--- config.mk ---
export PLATFORM = sky130hd
export DESIGN_NAME = alu_ctrl_fsm
export DESIGN_NICKNAME = d
export VERILOG_FILES = /design/src/rtl/alu_ctrl_fsm.sv
export SDC_FILE = /design/constraint.sdc
export NUM_CORES = 1
export LEC_CHECK = 0
export ABC_CLOCK_PERIOD_IN_PS = 3100
export CORE_ASPECT_RATIO = 0.5
export CORE_UTILIZATION = 45
export CTS_CLUSTER_SIZE = 30
export DETAILED_ROUTE_END_ITERATION = 7
export PLACE_DENSITY = 0.79
export RECOVER_POWER = 25
export SLEW_MARGIN = 15
export SYNTH_ARGS = -nofsm -noshare
export SYNTH_HDL_FRONTEND = slang
export SYNTH_SLANG_ARGS = --single-unit
--- constraint.sdc ---
create_clock -name clk -period 3.1 [get_ports clk]
set_clock_uncertainty 0.05 [all_clocks]
set_input_delay 0.31 -clock clk [delete_from_list [all_inputs] [get_ports clk]]
set_output_delay 0.31 -clock clk [all_outputs]
set_load 0.05 [all_outputs]
--- src/rtl/alu_ctrl_fsm.sv ---
// Multicycle RV32I-subset control unit; drives ALU op/mux selects, consumes Zero.
// Latency: lw 5, sw 4, R/I/jal/lui 4, branch 3 cycles with memory always ready.
// Backpressure: FETCH, MEMREAD and MEMWRITE hold until MemReady_i is high.
module alu_ctrl_fsm #(
  parameter int DATAWIDTH = 32
) (
  input  logic                 clk,
  input  logic                 rst_n,
  input  logic [DATAWIDTH-1:0] Instr_i,
  input  logic                 Zero_i,
  input  logic                 MemReady_i,
  output logic [3:0]           ALUctrl_o,
  output logic [1:0]           ALUSrcA_o,
  output logic [1:0]           ALUSrcB_o,
  output logic [1:0]           ResultSrc_o,
  output logic [2:0]           ImmSrc_o,
  output logic                 AdrSrc_o,
  output logic                 IRWrite_o,
  output logic                 PCUpdate_o,
  output logic                 MemWrite_o,
  output logic                 RegWrite_o,
  output logic                 Illegal_o,
  output logic [DATAWIDTH-1:0] InstrCount_o
);

  typedef enum logic [3:0] {
    S_FETCH, S_DECODE, S_MEMADR, S_MEMREAD, S_MEMWB, S_MEMWRITE,
    S_EXECR, S_EXECI, S_ALUWB, S_BRANCH, S_JAL, S_LUI, S_TRAP
  } state_t;

  localparam logic [3:0] ALU_ADD  = 4'b0000;
  localparam logic [3:0] ALU_SUB  = 4'b0001;
  localparam logic [3:0] ALU_AND  = 4'b0010;
  localparam logic [3:0] ALU_OR   = 4'b0011;
  localparam logic [3:0] ALU_XOR  = 4'b0100;
  localparam logic [3:0] ALU_SLT  = 4'b0101;
  localparam logic [3:0] ALU_SLL  = 4'b0110;
  localparam logic [3:0] ALU_SRL  = 4'b0111;
  localparam logic [3:0] ALU_SRA  = 4'b1000;
  localparam logic [3:0] ALU_SLTU = 4'b1001;

  localparam logic [6:0] OP_LOAD   = 7'b0000011;
  localparam logic [6:0] OP_STORE  = 7'b0100011;
  localparam logic [6:0] OP_RTYPE  = 7'b0110011;
  localparam logic [6:0] OP_ITYPE  = 7'b0010011;
  localparam logic [6:0] OP_BRANCH = 7'b1100011;
  localparam logic [6:0] OP_JAL    = 7'b1101111;
  localparam logic [6:0] OP_LUI    = 7'b0110111;

  state_t                 state;
  state_t                 state_nxt;
  logic                   retire;
  logic [DATAWIDTH-1:0]   instr_count;

  logic [6:0] opcode;
  logic [2:0] funct3;
  logic       funct7b5;
  logic       unused_instr;

  assign opcode       = Instr_i[6:0];
  assign funct3       = Instr_i[14:12];
  assign funct7b5     = Instr_i[30];
  assign unused_instr = ^{Instr_i[DATAWIDTH-1:31], Instr_i[29:15], Instr_i[11:7]};

  // Shared funct3 decode; alt selects SUB/SRA where the instruction allows it.
  function automatic logic [3:0] alu_decode(input logic [2:0] f3, input logic alt,
                                            input logic sub_ok);
    logic [3:0] op;
    case (f3)
      3'b000:  op = (alt && sub_ok) ? ALU_SUB : ALU_ADD;
      3'b001:  op = ALU_SLL;
      3'b010:  op = ALU_SLT;
      3'b011:  op = ALU_SLTU;
      3'b100:  op = ALU_XOR;
      3'b101:  op = alt ? ALU_SRA : ALU_SRL;
      3'b110:  op = ALU_OR;
      default: op = ALU_AND;
    endcase
    return op;
  endfunction

  // State register; reset abandons any in-flight instruction.
  always_ff @(posedge clk or negedge rst_n) begin
    if (!rst_n) state <= S_FETCH;
    else        state <= state_nxt;
  end

  // Retired-instruction counter, wraps naturally at 2^DATAWIDTH.
  always_ff @(posedge clk or negedge rst_n) begin
    if (!rst_n)      instr_count <= '0;
    else if (retire) instr_count <= instr_count + DATAWIDTH'(1);
  end

  assign InstrCount_o = instr_count;

  // Next-state decode; retire marks edges that complete an instruction into FETCH.
  always_comb begin
    state_nxt = state;
    retire    = 1'b0;
    case (state)
      S_FETCH:    if (MemReady_i) state_nxt = S_DECODE;
      S_DECODE: begin
        case (opcode)
          OP_LOAD, OP_STORE: state_nxt = S_MEMADR;
          OP_RTYPE:          state_nxt = S_EXECR;
          OP_ITYPE:          state_nxt = S_EXECI;
          OP_BRANCH:         state_nxt = S_BRANCH;
          OP_JAL:            state_nxt = S_JAL;
          OP_LUI:            state_nxt = S_LUI;
          default:           state_nxt = S_TRAP;
        endcase
      end
      S_MEMADR:   state_nxt = (opcode == OP_STORE) ? S_MEMWRITE : S_MEMREAD;
      S_MEMREAD:  if (MemReady_i) state_nxt = S_MEMWB;
      S_MEMWB: begin
        state_nxt = S_FETCH;
        retire    = 1'b1;
      end
      S_MEMWRITE: begin
        if (MemReady_i) begin
          state_nxt = S_FETCH;
          retire    = 1'b1;
        end
      end
      S_EXECR, S_EXECI, S_JAL, S_LUI: state_nxt = S_ALUWB;
      S_ALUWB: begin
        state_nxt = S_FETCH;
        retire    = 1'b1;
      end
      S_BRANCH: begin
        if (funct3 == 3'b000 || funct3 == 3'b001) begin
          state_nxt = S_FETCH;
          retire    = 1'b1;
        end else begin
          state_nxt = S_TRAP;
        end
      end
      default:    state_nxt = S_TRAP;
    endcase
  end

  logic ir_write, pc_update, mem_write, reg_write;

  // Per-state output decode; strobes are forced low while reset is asserted.
  always_comb begin
    ALUctrl_o   = ALU_ADD;
    ALUSrcA_o   = 2'b00;
    ALUSrcB_o   = 2'b00;
    ResultSrc_o = 2'b00;
    AdrSrc_o    = 1'b0;
    ir_write    = 1'b0;
    pc_update   = 1'b0;
    mem_write   = 1'b0;
    reg_write   = 1'b0;
    case (state)
      S_FETCH: begin
        ALUSrcB_o   = 2'b10;
        ResultSrc_o = 2'b10;
        ir_write    = MemReady_i;
        pc_update   = MemReady_i;
      end
      S_DECODE: begin
        ALUSrcA_o = 2'b01;
        ALUSrcB_o = 2'b01;
      end
      S_MEMADR: begin
        ALUSrcA_o = 2'b10;
        ALUSrcB_o = 2'b01;
      end
      S_MEMREAD:  AdrSrc_o = 1'b1;
      S_MEMWB: begin
        ResultSrc_o = 2'b01;
        reg_write   = 1'b1;
      end
      S_MEMWRITE: begin
        AdrSrc_o  = 1'b1;
        mem_write = 1'b1;
      end
      S_EXECR: begin
        ALUSrcA_o = 2'b10;
        ALUctrl_o = alu_decode(funct3, funct7b5, 1'b1);
      end
      S_EXECI: begin
        ALUSrcA_o = 2'b10;
        ALUSrcB_o = 2'b01;
        ALUctrl_o = alu_decode(funct3, funct7b5, 1'b0);
      end
      S_ALUWB:    reg_write = 1'b1;
      S_BRANCH: begin
        ALUSrcA_o = 2'b10;
        ALUctrl_o = ALU_SUB;
        if (funct3 == 3'b000)      pc_update = Zero_i;
        else if (funct3 == 3'b001) pc_update = !Zero_i;
      end
      S_JAL: begin
        ALUSrcA_o = 2'b01;
        ALUSrcB_o = 2'b10;
        pc_update = 1'b1;
      end
      S_LUI: begin
        ALUSrcA_o = 2'b11;
        ALUSrcB_o = 2'b01;
      end
      default: ;
    endcase
  end

  assign IRWrite_o  = ir_write  & rst_n;
  assign PCUpdate_o = pc_update & rst_n;
  assign MemWrite_o = mem_write & rst_n;
  assign RegWrite_o = reg_write & rst_n;
  assign Illegal_o  = (state == S_TRAP) & rst_n;

  // Immediate format follows the opcode alone, independent of state.
  always_comb begin
    case (opcode)
      OP_STORE:  ImmSrc_o = 3'b001;
      OP_BRANCH: ImmSrc_o = 3'b010;
      OP_JAL:    ImmSrc_o = 3'b011;
      OP_LUI:    ImmSrc_o = 3'b100;
      default:   ImmSrc_o = 3'b000;
    endcase
  end

endmodule

=== Word level (Yosys, flattened, before mapping) ===
Index checks and enable logic that the tools add are counted.

* ROM bits: 0
* Output and inout bits: 51
* Word-level logic and storage cells: 75
* Bits in writable memories: 0
* Input bits: 36
* Bits in latches: 0
* Memories kept: 0
* Register bits after elaboration: 36

* Reductions and logical operators: 13
* Equal/unequal tests: 28
* Divide/modulo/power cells: 0
* $mul: 0
* Order comparisons: 0
* Mux-type cells: 26
* Bitwise operators: 5
* Shift operators: 0
* Add/subtract/negate cells: 1

{| class="wikitable"
|+ Operators with widths
! cell !! number
|-
| 4-bit case mux with 7 select lines || 2
|-
| 32-bit by 1-bit adder with 32-bit output, second input constant || 1
|-
| 4-bit case mux with 8 select lines || 1
|-
| 4-bit case mux with 6 select lines || 1
|-
| 7-bit by 6-bit == test with 1-bit output, second input constant || 3
|-
| 4-bit == test, second input constant || 5
|-
| 4-bit two-way mux || 5
|-
| 4-bit by 3-bit == test with 1-bit output, second input constant || 4
|-
| 7-bit == test, second input constant || 2
|-
| 3-bit case mux with 4 select lines || 1
|-
| 4-bit case mux with 3 select lines || 1
|-
| 4-bit OR reduction || 3
|-
| 2-bit OR reduction || 5
|-
| 3-bit == test, second input constant || 3
|-
| 1-bit two-way mux || 9
|-
| 4-bit by 2-bit == test with 1-bit output, second input constant || 2
|-
| 2-bit case mux with 2 select lines || 2
|-
| 7-bit by 2-bit == test with 1-bit output, second input constant || 1
|-
| 7-bit by 5-bit == test with 1-bit output, second input constant || 1
|-
| 3-bit by 2-bit == test with 1-bit output, second input constant || 2
|-
| 2-bit != test, second input constant || 3
|-
| 1-bit case mux with 3 select lines || 2
|-
| 2-bit case mux with 3 select lines || 1
|-
| 1-bit AND || 5
|-
| 8 further kinds || 8
|}

=== Depth between registers and ports, before layout ===
* Depth in word-level cells: 5
* Gate-level depth with buffers: 7
* Mapped depth without buffers: 5

=== Worst setup path before layout ===
No wires, ideal clock.

* Kind: register to output
* Start: reg state[1]
* End: out ALUctrl_o[2]
* Stages on the path, launching flop included: 4
* Path slack: -528 ps
* Path buffers: 1
* Arrival: 3,268 ps
* Data required time: 2,740 ps
* Cells stage by stage: dfrtp_1 clkbuf_1 nand2_1 a2111oi_0

* Longest elaborated chain between the ends: 2
* Elaborated cells on any way between the ends: 4
* Those cells by class: 3 x eq/ne; 1 x mux

{| class="wikitable"
|+ RTL lines
! what !! RTL line !! source
|-
| start: declaration || 50 || <nowiki>state_t state;</nowiki>
|-
| start signal: assignment || 85 || <nowiki>else state <= state_nxt;</nowiki>
|-
| 4-bit == test / 4-bit by 3-bit == test with 1-bit output (equally long branches) || 155 || <nowiki>case (state)</nowiki>
|-
| 4-bit case mux with 3 select lines (*) || 155 ||
|-
| end: declaration || 12 || <nowiki>output logic [3:0] ALUctrl_o,</nowiki>
|}

Mark *: on every way between the ends. The rest lies on a longest branch, timed or not.

=== Worst setup path in the final report ===
* Start: reg state[3]
* End: out ALUctrl_o[2]

Same word-level chain as after synthesis.

==> results_tabular.tex <==
\begin{tabular}{lr}
\hline
Metric & Value \\
\hline
\multicolumn{2}{l}{\textbf{Placed design}} \\
\quad Buffers added on ports & 65 \\
\quad Minimum setup slack after placement & 0.401 ns \\
\quad Area of placed instances & 2990 um2 \\
\quad Final weighted congestion in routability-driven placement & around 0.85 \\
\quad Final HPWL from detailed placement & slightly below 4000 um \\
\multicolumn{2}{l}{\textbf{Synthesis}} \\
\quad Cell types with the largest area share after synthesis & sky130\_fd\_sc\_hd\_\_dfrtp\_1 (39\%), sky130\_fd\_sc\_hd\_\_xnor2\_1 (12\%), sky130\_fd\_sc\_hd\_\_nand3\_1 (3.9\%) \\
\quad Number of synthesized flops with an enable pin & 0 \\
\quad Fraction of post-synthesis cell area in the top cell type by area & 39.4\% \\
\quad Net count of the mapped netlist & 286 \\
\quad Largest area contributor in the netlist & sky130\_fd\_sc\_hd\_\_dfrtp\_1 \\
\quad Flip-flop and latch count after synthesis & 36 \\
\quad Unique masters post-synth & 50 \\
\quad Dominant synthesized flop cell & sky130\_fd\_sc\_hd\_\_dfrtp\_1 \\
\quad Cells after synthesis & 249 \\
\quad Number of warnings issued by yosys & 0 \\
\quad Post-synthesis instance area & 2280 um2 \\
\quad Async set-reset flop share out of synthesis & 100\% \\
\quad Mean post-synth cell area & 9.18 um2 \\
\quad Sequential element share of the synthesized area & 39.4\% \\
\multicolumn{2}{l}{\textbf{Critical path}} \\
\quad Kind of end point of the critical path & primary output \\
\quad Critical-path maximum fanout & 9 \\
\quad Endpoint of the lowest-slack register-to-register path & InstrCount\_o[18]\$\_DFFE\_PN0P\_ \\
\quad Worst reg2reg setup slack & 0.87 ns \\
\quad Classification of the worst setup path & reg2out \\
\quad Number of cells on the worst reg-to-reg path & 5 \\
\quad Worst Path Required & 2.74 ns \\
\quad Data arrival time of the critical path & $\sim$2.5 ns \\
\quad Reg-to-reg startpoint & state[0]\$\_DFFE\_PN0P\_ \\
\quad Launching element type of the critical path & flip-flop \\
\quad Crit path launch & state[3]\$\_DFFE\_PN0P\_ \\
\quad Critical path capture point & ALUctrl\_o[2] \\
\multicolumn{2}{l}{\textbf{Pwr}} \\
\quad Clock share of power & 19.1\% \\
\quad Fraction of power consumed by combinational cells & 51.3\% \\
\quad Power density over cell area & around 690 nW/um2 \\
\quad Switching part of the total & 46.2\% \\
\quad Internal portion of total power & 1.15 mW \\
\quad Reg power frac & 29.7\% \\
\quad Static power due to leakage & 1.20 nW \\
\quad Switching power & 0.989 mW \\
\quad Peak supply drop & 502 uV \\
\multicolumn{2}{l}{\textbf{Cells and area}} \\
\quad Nets & 349 \\
\quad Fraction of final layout cells sized beyond drive strength 1 & 7.03\% \\
\quad Commonest cells after routing, fill and taps aside & sky130\_fd\_sc\_hd\_\_clkdlybuf4s50\_1 (63), sky130\_fd\_sc\_hd\_\_dfrtp\_1 (36), sky130\_fd\_sc\_hd\_\_xnor2\_1 (30) \\
\quad Synth-to-layout area growth & 35.4\% \\
\quad Total area of multi-input combinational cells & 1320 um2 \\
\quad Finished Cell Area & 3090 um2 \\
\quad Commonest non-fill, non-tap cell in the layout & sky130\_fd\_sc\_hd\_\_clkdlybuf4s50\_1 \\
\quad Antenna diodes & 0 \\
\quad Seq. cell area & 901 um2 \\
\quad Layout Utilization & 66.7\% \\
\quad Final-layout fill cell count & 393 \\
\multicolumn{2}{l}{\textbf{Detailed routing}} \\
\quad Average wire length per cell after detail routing & $\sim$14 um \\
\quad Number of DRC markers in iteration 0 & 67 \\
\quad DRC errors left & 0 \\
\quad WL final & 5420 um \\
\quad Detailed-route vias per instance & 5.46 \\
\quad DR vias & 2069 \\
\quad Detailed-routing iteration count for the pre-antenna-repair pass & 4 \\
\quad Antenna Nets Post-Route & 0 \\
\multicolumn{2}{l}{\textbf{STA}} \\
\quad Achievable Freq & between 0.3 and 0.4 GHz \\
\quad Number of pins with negative max-slew slack in the final report & 37 \\
\quad Final period util & 91.9\% \\
\quad Worst-margin pin slew & 1.85 ns \\
\quad Final setup TNS & 0 ns \\
\quad Unrepaired setup endpoints after global routing & no \\
\quad Final setup violation count & 0 \\
\quad Final worst setup slack & $\sim$0.25 ns \\
\quad Worst max-slew margin expressed relative to the limit & -23.7\% \\
\quad Final hold viol count & 0 \\
\quad Clock period minus final worst setup slack & $\sim$2.8 ns \\
\multicolumn{2}{l}{\textbf{Floorplan}} \\
\quad Core footprint & around 4600 um2 \\
\quad Die span in y & between 50 and 60 um \\
\quad Die outline area & 5380 um2 \\
\quad Initial cell density of the core & 49.3\% \\
\quad Number of primary I/O pins & slightly below 90 \\
\quad Overall die width & 103 um \\
\quad Site Rows & 17 \\
\multicolumn{2}{l}{\textbf{Global route}} \\
\quad First-pass GRT wire length & 8700 um \\
\quad Overall track demand over capacity in global routing & 21.2\% \\
\quad Initial antenna violation count & 0 \\
\quad Overflow left after global routing & 0 \\
\quad Via count of the first global-routing pass & 1836 \\
\quad Largest net degree at the start of global routing & 37 \\
\multicolumn{2}{l}{\textbf{Clock tree}} \\
\quad Largest buffer count on any clock path & 2 \\
\quad Master cell of the clock root buffer & sky130\_fd\_sc\_hd\_\_clkbuf\_8 \\
\quad Clock slew at the register clock pins of the worst setup and hold paths & 0.07 ns \\
\quad Post-CTS Setup Inserts & 0 \\
\quad Hold-fix buffers at CTS & 0 \\
\quad Number of buffers created by CTS & 5 \\
\quad Post-cts gate resize count & 0 \\
\quad Number of clock sinks seen by CTS & 36 \\
\quad Clock tree from TritonCTS & built \\
\quad Clock latency reported for the late side of the worst-skew pair & 0.29 ns \\
\quad Number of levels the H-tree was split into & 2 \\
\multicolumn{2}{l}{\textbf{Status}} \\
\quad Run status & finished, violations left \\
\quad Failing checks & capacitance limit, slew limit \\
\multicolumn{2}{l}{\textbf{Run}} \\
\quad Number of max-cap violations & 1 \\
\multicolumn{2}{l}{\textbf{Worst hold path}} \\
\quad Class of the tightest hold or removal check & reg2reg \\
\hline
\end{tabular}
-- flip-flops by register name, indices dropped and copies added (netlist names) --
| register | count |
|---|---|
| InstrCount_o | 32 |
| state | 4 |
-- power groups by stage --
stage | Clock, mW | Sequential (mW) | Combinational (mW)
2_1_floorplan | 0 | 0.732 | 0.676
3_3_place_gp | 0 | 0.633 | 1.09
3_5_place_dp | 0 | 0.641 | 1.10
4_1_cts | 0.413 | 0.632 | 1.10
5_1_grt | 0.431 | 0.647 | 1.17
6_report | 0.408 | 0.635 | 1.10
-- per-layer routing --
layer  up-vias  track usage [%]  part of all wire, %
met5         -                0                    0
met4         0             5.63                 0.83
met3         4             2.13                  3.6
met2        46             34.6                   46
met1      1006             30.2                   49
li1       1013                -                    -
-- final cells by class --
| cell class | count | area share, % |
|---|---|---|
| flip-flops and latches | 36 | 29.1 |
| multi-input cells | 196 | 42.5 |
| clock inverters | 3 | 1.37 |
| repair buffers | 69 | 21.6 |
| clock buffers | 5 | 2.22 |
| inverters | 4 | 0.485 |
| well taps | 66 | 2.67 |
-- how the worst min path moves through the flow --
stage | start | end | slack [ns] | depth (start not counted)
after floorplan | rst_n | InstrCount_o[0]$_DFFE_PN0P_ | -0.04 | 0
after global placement | InstrCount_o[31]$_DFFE_PN0P_ | InstrCount_o[31]$_DFFE_PN0P_ | 0.41 | 1
after detailed placement | rst_n | state[2]$_DFFE_PN0P_ | 0.41 | 2
after CTS | rst_n | state[2]$_DFFE_PN0P_ | 0.10 | 2
after global routing | InstrCount_o[31]$_DFFE_PN0P_ | InstrCount_o[31]$_DFFE_PN0P_ | 0.44 | 1
final | InstrCount_o[31]$_DFFE_PN0P_ | InstrCount_o[31]$_DFFE_PN0P_ | 0.43 | 1
-- through the flow --
| step | cells | hold slack, ns | power (mW) |
|---|---|---|---|
| final | 379 | 0.427 | 2.14 |
| after global routing | 379 | 0.444 | 2.25 |
| after CTS | 379 | 0.102 | 2.15 |
| after detailed placement | 371 | 0.411 | 1.74 |
| after global placement | 371 | 0.411 | 1.72 |
| after floorplan | 249 | -0.0356 | 1.41 |
-- synth_stat cells (5+ instances only) --
cell                        n
sky130_fd_sc_hd__nand2_1   23
sky130_fd_sc_hd__nand3_1   18
sky130_fd_sc_hd__a21oi_1   11
sky130_fd_sc_hd__nor2b_1    8
sky130_fd_sc_hd__clkbuf_1  11
sky130_fd_sc_hd__nand4_1   11
sky130_fd_sc_hd__and2_1     5
sky130_fd_sc_hd__nor2_1    16
sky130_fd_sc_hd__dfrtp_1   36
sky130_fd_sc_hd__nor3_1     8
sky130_fd_sc_hd__xnor2_1   30
sky130_fd_sc_hd__and3_1     8
-- kinds of logic (layout without fill, tap and decap cells) --
kind of cell	Yosys count	count (layout)	synth area share, %
adder cells (fa/ha/maj)	1	1	0.548
XOR/XNOR	35	35	13.7
buffers and inverters	17	81	3.01
AO/OA/AOI/OAI	37	37	12.7
flip-flops	36	36	39.4
AND/OR/NAND/NOR	121	121	29.6
multiplexers	2	2	0.986
-- critical path, stage by stage, from the launching register on --
cell                              delay [ns]
sky130_fd_sc_hd__dfrtp_1                0.51
sky130_fd_sc_hd__nor2b_1                0.29
sky130_fd_sc_hd__nand2_1                0.14
sky130_fd_sc_hd__a2111oi_1              0.40
sky130_fd_sc_hd__clkdlybuf4s50_1        0.87
No activity file was read; power rests on OpenSTA's default activity.
